==> src/rtl/p_hardisc.sv <==
// Shared pipeline types and constants for the OP/EX boundary: control
// indicator, register-file address, forwarding bit positions and EX-stage FSM.
package p_hardisc;

  typedef logic [6:0] ictrl;
  typedef logic [4:0] rf_add;

  localparam ictrl ICTRL_NONE     = 7'h00;
  localparam ictrl ICTRL_UNIT_ALU = 7'h01;
  localparam ictrl ICTRL_UNIT_BRU = 7'h02;
  localparam ictrl ICTRL_UNIT_LSU = 7'h04;
  localparam ictrl ICTRL_UNIT_MDU = 7'h08;
  localparam ictrl ICTRL_UNIT_CSR = 7'h10;
  localparam ictrl ICTRL_RVC      = 7'h20;
  localparam ictrl ICTRL_REG_DEST = 7'h40;

  localparam int unsigned FWD_MA1 = 0;
  localparam int unsigned FWD_MA2 = 1;
  localparam int unsigned FWD_WB1 = 2;
  localparam int unsigned FWD_WB2 = 3;

  typedef enum logic [1:0] {
    EMPTY = 2'd0,
    FRESH = 2'd1,
    HELD  = 2'd2
  } opex_state;

endpackage

==> src/rtl/operand_fwd_mux.sv <==
// 3:1 operand selector; the MA-stage result wins over WB when both are requested.
module operand_fwd_mux (
  input  logic        s_sel_ma_i,
  input  logic        s_sel_wb_i,
  input  logic [31:0] s_reg_i,
  input  logic [31:0] s_ma_i,
  input  logic [31:0] s_wb_i,
  output logic [31:0] s_val_o
);

  always_comb begin
    if (s_sel_ma_i)      s_val_o = s_ma_i;
    else if (s_sel_wb_i) s_val_o = s_wb_i;
    else                 s_val_o = s_reg_i;
  end

endmodule

==> src/rtl/opex_receiver.sv <==
// OP->EX pipeline register with late operand forwarding; a stalled instruction
// captures its resolved operands once so it no longer depends on MA/WB results.
module opex_receiver
  import p_hardisc::*;
(
  input  logic        s_clk_i,
  input  logic        s_rst_i,
  input  logic [31:0] s_operand1_i,
  input  logic [31:0] s_operand2_i,
  input  logic [3:0]  s_fwd_i,
  input  logic        s_bubble_i,
  input  ictrl        s_idop_ictrl_i,
  input  rf_add       s_idop_rd_i,
  input  logic [31:0] s_exma_val_i,
  input  logic [31:0] s_mawb_val_i,
  input  logic        s_stall_i,
  input  logic        s_flush_i,
  output logic [31:0] s_op1_o,
  output logic [31:0] s_op2_o,
  output ictrl        s_opex_ictrl_o,
  output rf_add       s_opex_rd_o,
  output logic [3:0]  s_opex_fwd_o,
  output logic        s_held_o
);

  opex_state   r_state;
  logic [31:0] r_op1;
  logic [31:0] r_op2;
  logic [3:0]  r_fwd;
  ictrl        r_ictrl;
  rf_add       r_rd;
  logic [31:0] w_op1;
  logic [31:0] w_op2;

  operand_fwd_mux u_fwd_op1 (
    .s_sel_ma_i (r_fwd[FWD_MA1]),
    .s_sel_wb_i (r_fwd[FWD_WB1]),
    .s_reg_i    (r_op1),
    .s_ma_i     (s_exma_val_i),
    .s_wb_i     (s_mawb_val_i),
    .s_val_o    (w_op1)
  );

  operand_fwd_mux u_fwd_op2 (
    .s_sel_ma_i (r_fwd[FWD_MA2]),
    .s_sel_wb_i (r_fwd[FWD_WB2]),
    .s_reg_i    (r_op2),
    .s_ma_i     (s_exma_val_i),
    .s_wb_i     (s_mawb_val_i),
    .s_val_o    (w_op2)
  );

  always_ff @(posedge s_clk_i or posedge s_rst_i) begin
    if (s_rst_i) begin
      r_state <= EMPTY;
      r_op1   <= '0;
      r_op2   <= '0;
      r_fwd   <= '0;
      r_ictrl <= ICTRL_NONE;
      r_rd    <= '0;
    end else if (s_flush_i) begin
      r_state <= EMPTY;
      r_fwd   <= '0;
      r_ictrl <= ICTRL_NONE;
    end else if (s_stall_i) begin
      // Freeze the forwarded values now; later MA/WB changes must not leak in.
      if (r_state != EMPTY) begin
        r_op1   <= w_op1;
        r_op2   <= w_op2;
        r_fwd   <= '0;
        r_state <= HELD;
      end
    end else begin
      r_op1 <= s_operand1_i;
      r_op2 <= s_operand2_i;
      r_rd  <= s_idop_rd_i;
      if (s_bubble_i || (s_idop_ictrl_i == ICTRL_NONE)) begin
        r_ictrl <= ICTRL_NONE;
        r_fwd   <= '0;
        r_state <= EMPTY;
      end else begin
        r_ictrl <= s_idop_ictrl_i;
        r_fwd   <= s_fwd_i;
        r_state <= FRESH;
      end
    end
  end

  assign s_op1_o        = w_op1;
  assign s_op2_o        = w_op2;
  assign s_opex_ictrl_o = r_ictrl;
  assign s_opex_rd_o    = r_rd;
  assign s_opex_fwd_o   = r_fwd;
  assign s_held_o       = (r_state == HELD);

endmodule

==> config.mk <==
export PLATFORM = sky130hd
export DESIGN_NAME = opex_receiver
export DESIGN_NICKNAME = d
export VERILOG_FILES = /design/src/rtl/p_hardisc.sv /design/src/rtl/operand_fwd_mux.sv /design/src/rtl/opex_receiver.sv
export SDC_FILE = /design/constraint.sdc
export NUM_CORES = 1
export LEC_CHECK = 0
export BUFFER_PORTS_ARGS = -buffer_cell sky130_fd_sc_hd__buf_2
export CELL_PAD_IN_SITES_DETAIL_PLACEMENT = 0
export CELL_PAD_IN_SITES_GLOBAL_PLACEMENT = 1
export CORE_MARGIN = 10
export CORE_UTILIZATION = 27
export CTS_BUF_LIST = sky130_fd_sc_hd__clkbuf_4 sky130_fd_sc_hd__clkbuf_8
export CTS_CLUSTER_SIZE = 25
export DETAILED_ROUTE_END_ITERATION = 8
export HOLD_SLACK_MARGIN = 0.15
export PLACE_DENSITY = 0.72
export SYNTH_ARGS = -nofsm -noshare
export SYNTH_HDL_FRONTEND = slang
export SYNTH_SLANG_ARGS = --single-unit
==> constraint.sdc <==
create_clock -name s_clk_i -period 2.78 [get_ports s_clk_i]
set_input_delay 0.417 -clock s_clk_i [delete_from_list [all_inputs] [get_ports s_clk_i]]
set_output_delay 0.417 -clock s_clk_i [all_outputs]
set_load 0.03 [all_outputs]
==> impl_results.md, run 1 <==
* Status: finished, final reports clean
* Hold Path Cell Cnt at 2
* Cells after Synth at 645
* Synth async-reset ratio at 100.0%
* H-Tree Depth at 3
* Worst Hold Endpoint: s_opex_fwd_o[3]
* Area share of the largest cell type after synthesis at 35.88%
* Area Overhead vs Synth at 26.69%
* Main combinational cell family by area after synthesis: compound AO/OA/AOI/OAI gates
* Vias in the first global route at 5758
* Reg2Reg Depth at 4
* Xor/xnor share of the synthesized area at 0%
* CTS tree: done
* Data arrival, critical path at 2.12 ns
* DIE HEIGHT at 165.5 µm
* First-pass iteration count of the detailed router at 5
* Crit path launch: s_opex_fwd_o[2]
* FF+latch count, synth at 82
* Util after Layout at 34.58%
* Yosys warns at 0
* Achievable frequency at 393.7 MHz
* Top post-synthesis cells by count: nand2_1, dfrtp_1
* Row count at 53
* Leading area contributor after synthesis: dfrtp_1
* Core Footprint at 20960 µm²
* Post-synthesis mux area share at 12.19%
* WS Path Type: flip-flop to output pin
* Slew Limit Fails at 0
* Compound-Gate Fraction of Synth Area at 27.46%
* TritonCTS buffer count at 9
* Final instance area at 7246 µm²
* CP peak stage delay at 1.08 ns
* Layout Skew at 0.009118 ns
* Worst Path Required at 2.36 ns
* Post-Syn Area at 5719 µm²
* Layout Nets at 978
* Routed wire length at 21310 µm
* Unrepaired setup endpoints after global routing: no
* Min-delay src: s_fwd_i[3]
* Most frequent cell after synthesis: nand2_1
* Startpoint types: flip-flop
* Final setup fails at 0
* CTS Sinks at 82
* CP max stage cell: dfrtp_4
* Crit share post-route at 91.37%
* Setup Buffers After CTS at 0
* Worst VDD drop at 0.2188 mV
* Average wire per standard cell at 19.18 µm
* Nature of the critical path endpoint: output pin
* Syn_area_per_cell at 8.867 µm²
* Vias per cell at 5.128
* Chip width at 165.5 µm
* Critical Path Fanout Max at 67
* Largest net degree at the start of global routing at 68
* CTS Buffer Depth at 2
* CTS Root Cell: clkbuf_8
* Hold slack at 0.2663 ns
* Share of cells above drive strength 1 at 32.73%
* Via count at 5697
* Global-route usage over all layers at 14.88%
* Max cap viols at 0
* Overflow after GRT at 0
* Post-Synth Adder-Cell Area at 0%
* Pwr Density at 524.6 nW/µm²
* Initial antenna violation count at 2
* Reg2reg start: s_opex_fwd_o[2]
* DRC Markers at 0
* Least-Margin Pin Slew at 0.9748 ns
* Dpl hpwl at 15130 µm
* Cts repair resizes at 0
* Synth area leaders: dfrtp_1, a32o_1, mux2i_1
* Main synth FF type: dfrtp_1
* Cts hold-fix bufs at 1
* Final Hold Fails at 0
* Post-DRT Antenna Nets at 0
* Syn Nets at 794
* Sequential element share of the synthesized area at 35.88%
* Worst hold path class: primary input to flip-flop
* Post-synth EDFFs at 0
* FF-to-FF setup slack at 0.63 ns
* Clock transition at path regs at 0.09 ns
* Area fraction in and, or, nand and nor cells after synthesis at 17.48%
* Post-route minimum period at 2.540 ns
* Worst-skew pair later-pin latency at 0.37 ns
* Count of port buffers added during placement at 229
* Die area at 27400 µm²
* Area after DPL at 7004 µm²
* Fin Setup TNS at 0 ns
* Gpl congestion at 0.7778
* I/O pin count at 230
* Rel. slew slack at 35.01%
* First-pass GRT wire length at 32330 µm
* Static leakage at 2.928 nW
* Yosys cell types at 27
* DR iter-0 viols at 366
* Crit path cell chain: mux2i_1 -> o21ai_0 -> buf_2
* Initial Util at 27.29%
* RR Endpoint: r_op1[18]
## per-stage QoR
| stage | setup slack [ns] | cells | power [mW] |
|---|---|---|---|
| 2_1_floorplan | 0.2546 | 645 | 2.341 |
| 3_3_place_gp | 0.6629 | 1092 | 2.802 |
| 3_5_place_dp | 0.6364 | 1092 | 2.810 |
| 4_1_cts | 0.2076 | 1109 | 3.871 |
| 5_1_grt | 0.07568 | 1110 | 4.027 |
| 6_report | 0.2398 | 1111 | 3.801 |
## layout make-up
class / count / area (µm²)
diodes: 2 / 5.005
clock buffers: 10 / 137.6
clock inverters: 6 / 88.84
fillers: 2267 / 13710
inverters: 1 / 5.005
multi-input cells: 492 / 3267
flip-flops and latches: 82 / 2067
well taps: 275 / 344.1
repair buffers: 243 / 1331
## worst max-delay path: cells and delay by family (launching register included)
family | cells | cell delay [ns]
multiplexers | 1 | 0.16
flip-flops | 1 | 1.08
buffers and inverters | 1 | 0.25
AO/OA/AOI/OAI | 1 | 0.24
## routing by layer
metal	global-route usage (%)	part of all wire, %	vias up
li1	-	-	2755
met1	18.48	42	2761
met2	24.65	49	159
met3	3.247	6.7	22
met4	5.706	1.8	0
met5	0	0	-
## worst max-delay path by stage
| stage | cells after the start | slack, ns | to |
|---|---|---|---|
| after floorplan | 1 | 0.25 | r_op1[0] |
| final | 3 | 0.24 | s_op1_o[31] |
| after global placement | 3 | 0.66 | s_op1_o[23] |
| after CTS | 3 | 0.21 | s_op1_o[22] |
| after global routing | 3 | 0.08 | s_op1_o[3] |
| after detailed placement | 4 | 0.64 | r_op1[11] |
## cell families (layout without fill, tap and decap cells)
group / after synthesis / count (layout)
AND/OR/NAND/NOR: 214 / 214
AO/OA/AOI/OAI: 209 / 209
flip-flops: 82 / 82
buffers and inverters: 71 / 260
multiplexers: 69 / 69
other: 0 / 2
## where the power goes
group	internal [mW]	switching, mW	leakage (nW)
logic	0.484	0.816	1.79
clock network	0.532	0.497	0.109
registers	1.35	0.122	1.03
total	2.37	1.43	2.93
## placed cells by master, fill, tap and decap left out, drive strengths merged, types with 4 or more instances in the layout
| cell type | synthesis | final |
|---|---|---|
| nor2 | 10 | 10 |
| nor3b | 7 | 7 |
| mux2i | 64 | 64 |
| or2 | 64 | 64 |
| a22o | 4 | 4 |
| buf | 53 | 242 |
| o211ai | 64 | 64 |
| nand2 | 128 | 128 |
| a32o | 64 | 64 |
| o21ai | 64 | 64 |
| clkbuf | 17 | 10 |
| dfrtp | 82 | 82 |
| mux2 | 5 | 5 |
| a21oi | 8 | 8 |
## state kept, by name, indices dropped and copies added, names as in the netlist
| name | flops |
|---|---|
| r_state | 2 |
| s_opex_ictrl_o | 7 |
| r_op2 | 32 |
| s_opex_fwd_o | 4 |
| s_opex_rd_o | 5 |
| r_op1 | 32 |
No activity file was read; power rests on OpenSTA's default activity.
==> inputs of run 2 (changes only) <==
--- a/config.mk
+++ b/config.mk
@@ -5,6 +5,7 @@
 export SDC_FILE = /design/constraint.sdc
 export NUM_CORES = 1
 export LEC_CHECK = 0
+export ABC_AREA = 1
 export BUFFER_PORTS_ARGS = -buffer_cell sky130_fd_sc_hd__buf_2
 export CELL_PAD_IN_SITES_DETAIL_PLACEMENT = 0
 export CELL_PAD_IN_SITES_GLOBAL_PLACEMENT = 1
@@ -14,7 +15,7 @@
 export CTS_CLUSTER_SIZE = 25
 export DETAILED_ROUTE_END_ITERATION = 8
 export HOLD_SLACK_MARGIN = 0.15
-export PLACE_DENSITY = 0.72
+export PLACE_DENSITY = 0.77
 export SYNTH_ARGS = -nofsm -noshare
 export SYNTH_HDL_FRONTEND = slang
 export SYNTH_SLANG_ARGS = --single-unit
==> impl_results.md, run 2 <==
* Row count at 54
* Crit share post-route at 80.04%
* Chip width at 168.3 µm
* Unrepaired setup endpoints after global routing: no
* Post-synth EDFFs at 0
* Largest net degree at the start of global routing at 130
* Global-route usage over all layers at 15.14%
* CTS Buffer Depth at 2
* CTS Sinks at 82
* Main synth FF type: dfrtp_1
* CP peak stage delay at 0.54 ns
* Area after DPL at 7162 µm²
* Setup Buffers After CTS at 0
* Final setup fails at 0
* Startpoint types: flip-flop
* Cells after Synth at 1011
* Final instance area at 7402 µm²
* Initial Util at 27.28%
* CTS Root Cell: clkbuf_8
* Area Overhead vs Synth at 24.70%
* Nature of the critical path endpoint: output pin
* TritonCTS buffer count at 9
* Most frequent cell after synthesis: nand2_1
* Layout Skew at 0.01280 ns
* Reg2Reg Depth at 7
* Data arrival, critical path at 1.81 ns
* Max cap viols at 0
* Achievable frequency at 449.4 MHz
* Sw frac at 41.03%
* Dpl hpwl at 15280 µm
* Least-Margin Pin Slew at 0.7341 ns
* Syn_area_per_cell at 5.871 µm²
* Average wire per standard cell at 14.67 µm
* I/O pin count at 230
* First-pass iteration count of the detailed router at 5
* Pwr Density at 555.8 nW/µm²
* Worst setup margin at 0.5548 ns
* Leading area contributor after synthesis: dfrtp_1
* Yosys warns at 0
* FF-to-FF setup slack at 1.14 ns
* Worst-skew pair later-pin latency at 0.37 ns
* CTS tree: done
* Worst Hold Endpoint: s_opex_fwd_o[0]
* Worst VDD drop at 0.3178 mV
* Fin Setup TNS at 0 ns
* Worst hold path class: primary input to flip-flop
* Clock transition at path regs at 0.10 ns
* DRC Markers at 0
* Via count at 6659
* Gpl congestion at 0.7764
* Synth area leaders: dfrtp_1, nand2_1, nand3_1
* GR met1 Demand/Resource at 18.41%
* Count of port buffers added during placement at 229
* P_int at 2.426 mW
* Vias in the first global route at 6754
* Post-route insts no fill at 1486
* Layout Nets at 1349
* Routed wire length at 21800 µm
* Most common cell after layout, fill and taps aside: nand2_1
* Most frequent cells in the layout: nand2_1, buf_2, nand3_1
* Slew Limit Fails at 0
* Vias per cell at 4.481
* First-pass GRT wire length at 35390 µm
* H-Tree Depth at 3
* Hold Path Cell Cnt at 3
* Post-route minimum period at 2.225 ns
* Flop pwr share at 35.7%
* Comb pwr share at 39.8%
* Overflow after GRT at 0
* Dpl ws at 0.9251 ns
* Rel. slew slack at 50.99%
* Die area at 28310 µm²
* Worst Path Required at 2.36 ns
* Area share of the largest cell type after synthesis at 34.57%
* Post-Syn Area at 5936 µm²
* Core Footprint at 21760 µm²
* FF+latch count, synth at 82
* Crit path cell chain: inv_2 -> nand3_1 -> nand2_1 -> buf_2
* Synth async-reset ratio at 100.0%
* Inst Count DP at 1468
* Syn Nets at 1160
* Status: finished, final reports clean
* DIE HEIGHT at 168.3 µm
* Top post-synthesis cells by count: nand2_1, nand3_1, nor2_1
* Gr busiest metal: met2
* Share of cells above drive strength 1 at 22.24%
* Clk pwr share at 24.5%
* Min-delay src: s_fwd_i[0]
* Reg2reg start: r_state[0]
* Yosys cell types at 15
* Static leakage at 4.629 nW
* Post-DRT Antenna Nets at 0
* CP max stage cell: inv_2
* DR iter-0 viols at 386
* Switching power total at 1.688 mW
* Met2 usage at 25.12%
* Sequential element share of the synthesized area at 34.57%
* Initial antenna violation count at 1
* WS Path Type: flip-flop to output pin
* Final Hold Fails at 0
* GR met3 Demand/Resource at 5.262%
* RR Endpoint: r_op2[27]
* Critical Path Fanout Max at 32
-- run 2: cell count changes after synthesis, sizes merged, moves of 110 or more --
cell / previous run / this run
nand3: 0 / 138
nor2: 10 / 135
nand2: 128 / 476
inv: 1 / 111
-- run 2: metrics by stage --
step | power (mW) | utilization (%) | hold WS (ns)
global route | 4.442 | 34.01 | 0.2467
floorplan | 2.655 | - | 0.4488
finish | 4.114 | 34.02 | 0.2725
detailed placement | 3.156 | 32.92 | 0.4645
global placement | 3.147 | 32.92 | 0.4597
CTS | 4.193 | 34.01 | 0.2440
-- run 2: worst max path at each step --
| stage | start | to | slack (ns) | cells past startpoint |
|---|---|---|---|---|
| 3_5_place_dp | s_opex_fwd_o[2] | s_op1_o[19] | 0.93 | 5 |
| 6_report | s_opex_fwd_o[1] | s_op2_o[25] | 0.55 | 4 |
| 3_3_place_gp | s_opex_fwd_o[2] | s_op1_o[15] | 0.91 | 5 |
| 2_1_floorplan | s_rst_i | r_op1[0] | 0.25 | 1 |
| 4_1_cts | s_opex_fwd_o[2] | s_op1_o[19] | 0.49 | 5 |
| 5_1_grt | s_opex_fwd_o[2] | s_op1_o[15] | 0.34 | 5 |
-- run 2: logic make-up after synthesis --
kind of cell	count (synthesis)	share of synthesized area, %
simple gates	750	50.44
compound gates	2	0.2741
buf+inv	172	13.76
flops	82	34.57
mux	5	0.9485
-- run 2: power groups by stage --
stage | logic (mW) | registers [mW] | clock network (mW)
floorplan | 1.15 | 1.50 | 0
global placement | 1.66 | 1.49 | 0
detailed placement | 1.66 | 1.49 | 0
CTS | 1.67 | 1.47 | 1.05
global route | 1.85 | 1.50 | 1.10
finish | 1.64 | 1.47 | 1.01
-- run 2: final cells by class --
type | count | area [µm²]
fillers | 2502 | 14350
repair buffers | 239 | 1276
diodes | 1 | 2.502
clock inverters | 6 | 90.09
well taps | 280 | 350.3
multi-input cells | 757 | 3074
inverters | 111 | 417.9
clock buffers | 10 | 137.6
flip-flops and latches | 82 | 2053
-- run 2: layer usage --
metal	vias to the layer above	wire, µm	share of wire (%)
met5	-	0	0
met4	0	286	1.3
met3	19	1824	8.4
met2	191	9897	45
met1	3044	9793	45
li1	3405	-	-
-- run 2: repair_timing --
action | CTS | global route
gates resized for setup | 0 | 0
hold endpoints to repair | 27 | 0
hold buffers | 1 | 0
-- run 2: critical path, delay by kind of cell, from the launching register on --
family	cells	cell delay, ns
buffers and inverters	2	0.76
flip-flops	1	0.39
AND/OR/NAND/NOR	2	0.29
==> inputs of run 3 (changes only) <==
==> constraint.sdc (replaced) <==
create_clock -name s_clk_i -period 2.2 [get_ports s_clk_i]
set_input_delay 0.33 -clock s_clk_i [delete_from_list [all_inputs] [get_ports s_clk_i]]
set_output_delay 0.33 -clock s_clk_i [all_outputs]
set_load 0.03 [all_outputs]
==> impl_results.md, run 3 (synthesis gave the netlist of run 2 again) <==
* Critical path's top delay family: buffers and inverters
* Gpl congestion at 0.8222
* Count of port buffers added during placement at 229
* Worst path bufs/invs at 3
* DRC Markers at 0
* Layout Skew at 0.008230 ns
* Worst-skew pair later-pin latency at 0.36 ns
* Most frequent cells in the layout: nand2_1, buf_2, nand3_1
* WS Path Type: flip-flop to output pin
* First-pass GRT wire length at 36260 µm
* Initial Util at 27.28%
* Comb pwr share at 40.2%
* H-Tree Depth at 3
* Layout fillers at 2489
* Tot Pwr at 5.213 mW
* Worst Path Required at 1.87 ns
* Post-route minimum period at 2.061 ns
* Most common cell after layout, fill and taps aside: nand2_1
* Setup Buffers After CTS at 0
* Nature of the critical path endpoint: output pin
* TritonCTS buffer count at 9
* Average wire per standard cell at 14.86 µm
* Startpoint types: flip-flop
* Clk pwr share at 24.1%
* Largest net degree at the start of global routing at 129
* Switching power total at 2.121 mW
* Dpl hpwl at 16050 µm
* Post-route insts no fill at 1495
* Crit share post-route at 93.67%
* CTS Sinks at 82
* Crit path cell chain: clkinv_2 -> buf_4 -> nand3_1 -> nand2_1 -> buf_2
* Achievable frequency at 485.3 MHz
* Worst setup margin at 0.1393 ns
* I/O pin count at 230
* Chip width at 168.3 µm
* First-pass iteration count of the detailed router at 5
* Final Hold Fails at 0
* Fin Setup TNS at 0 ns
* Inst Count DP at 1477
* CP max stage cell: dfrtp_1
* Unrepaired setup endpoints after global routing: no
* Flop pwr share at 35.7%
* Share of cells above drive strength 1 at 22.73%
* Critical Path Fanout Max at 22
* Initial antenna violation count at 2
* Worst VDD drop at 0.3092 mV
* Overflow after GRT at 0
* Sw frac at 40.69%
* Post-DRT Antenna Nets at 0
* Row count at 54
* Core Footprint at 21760 µm²
* Max cap viols at 0
* CTS tree: done
* Rel. slew slack at 61.12%
* Layout Nets at 1358
* Dpl ws at 0.4547 ns
* Slew Limit Fails at 0
* Final setup fails at 0
* CP peak stage delay at 0.37 ns
* Global-route usage over all layers at 15.51%
* DR iter-0 viols at 480
* Vias per cell at 4.415
* Vias in the first global route at 6904
* Static leakage at 4.680 nW
* P_int at 3.092 mW
* Routed wire length at 22210 µm
* Pwr Density at 695.2 nW/µm²
* Clock transition at path regs at 0.09 ns
* Via count at 6601
* Worst hold path class: primary input to flip-flop
* DIE HEIGHT at 168.3 µm
* Least-Margin Pin Slew at 0.5832 ns
* Data arrival, critical path at 1.73 ns
* Area Overhead vs Synth at 26.33%
* CTS Buffer Depth at 2
* Status: finished, final reports clean
* Die area at 28310 µm²
* CTS Root Cell: clkbuf_8
==> run 3: cell types whose count changed in the layout (fill, tap and decap cells not counted) <==
| cell | change |
|---|---|
| clkinvlp_4 | +1 |
| inv_2 | -2 |
| clkbuf_4 | +1 |
| clkinv_4 | -2 |
| dfrtp_1 | +1 |
| buf_12 | +2 |
| buf_6 | +1 |
| clkinv_2 | +1 |
| dfrtp_2 | -1 |
| inv_4 | +1 |
| buf_4 | +6 |
==> run 3: worst register-to-register path: stages, from the launching register on <==
cell	delay [ns]
dfrtp_1	0.41
nor2_2	0.13
nand2_1	0.09
nand2_4	0.33
buf_4	0.27
nor2_1	0.05
nand2_1	0.08
nand2_1	0.06
==> run 3: layout make-up <==
type                            count  area, µm²  area share [%]
Multi-Input combinational cell    757       3074           41.00
Sequential cell                    82       2052           27.37
Timing Repair Buffer              248       1373           18.30
Inverter                          111      424.2           5.657
Tap cell                          280      350.3           4.672
Clock buffer                       11      145.1           1.936
Clock inverter                      5      77.57           1.035
Antenna cell                        1      2.502         0.03337
==> run 3: layer usage <==
metal  GRT usage [%]  part of all wire [%]
met5               0                     0
met4           3.142                  0.70
met3           5.006                   7.8
met2           26.37                    49
met1           18.72                    43
==> run 3: metrics by stage <==
step	util, %	hold slack [ns]	cell area [µm²]
3_3_place_gp	33.35	0.4610	7256
4_1_cts	34.42	0.1604	7488
2_1_floorplan	-	0.4488	5939
5_1_grt	34.45	0.1712	7496
6_report	34.47	0.1926	7498
3_5_place_dp	33.35	0.4594	7256
==> run 3: power groups by stage <==
stage	Combinational, mW	Clock (mW)	Sequential, mW
floorplan	1.45	0	1.90
global placement	2.12	0	1.88
detailed placement	2.13	0	1.89
CTS	2.14	1.34	1.86
global route	2.37	1.38	1.89
finish	2.10	1.26	1.86
==> run 3: final timing paths <==
kind                            depth (start not counted)  slack (ns)             from             end
worst max register to register                          7        0.66       r_state[0]        r_op2[9]
worst min-delay path                                    2        0.19   s_idop_rd_i[1]  s_opex_rd_o[1]
worst max-delay path                                    5        0.14  s_opex_fwd_o[1]      s_op2_o[1]
min in group asynchronous                               4        0.63          s_rst_i       r_op1[27]
max in group asynchronous                               4        1.19          s_rst_i       r_op2[12]
worst min register to register                          2        0.48         r_op1[8]        r_op1[8]
==> run 3: what timing repair did <==
item | CTS | global route
hold buffers | 1 | 0
resized for setup | 0 | 4
hold endpoints to repair | 82 | 0
setup endpoints to repair | 0 | 11
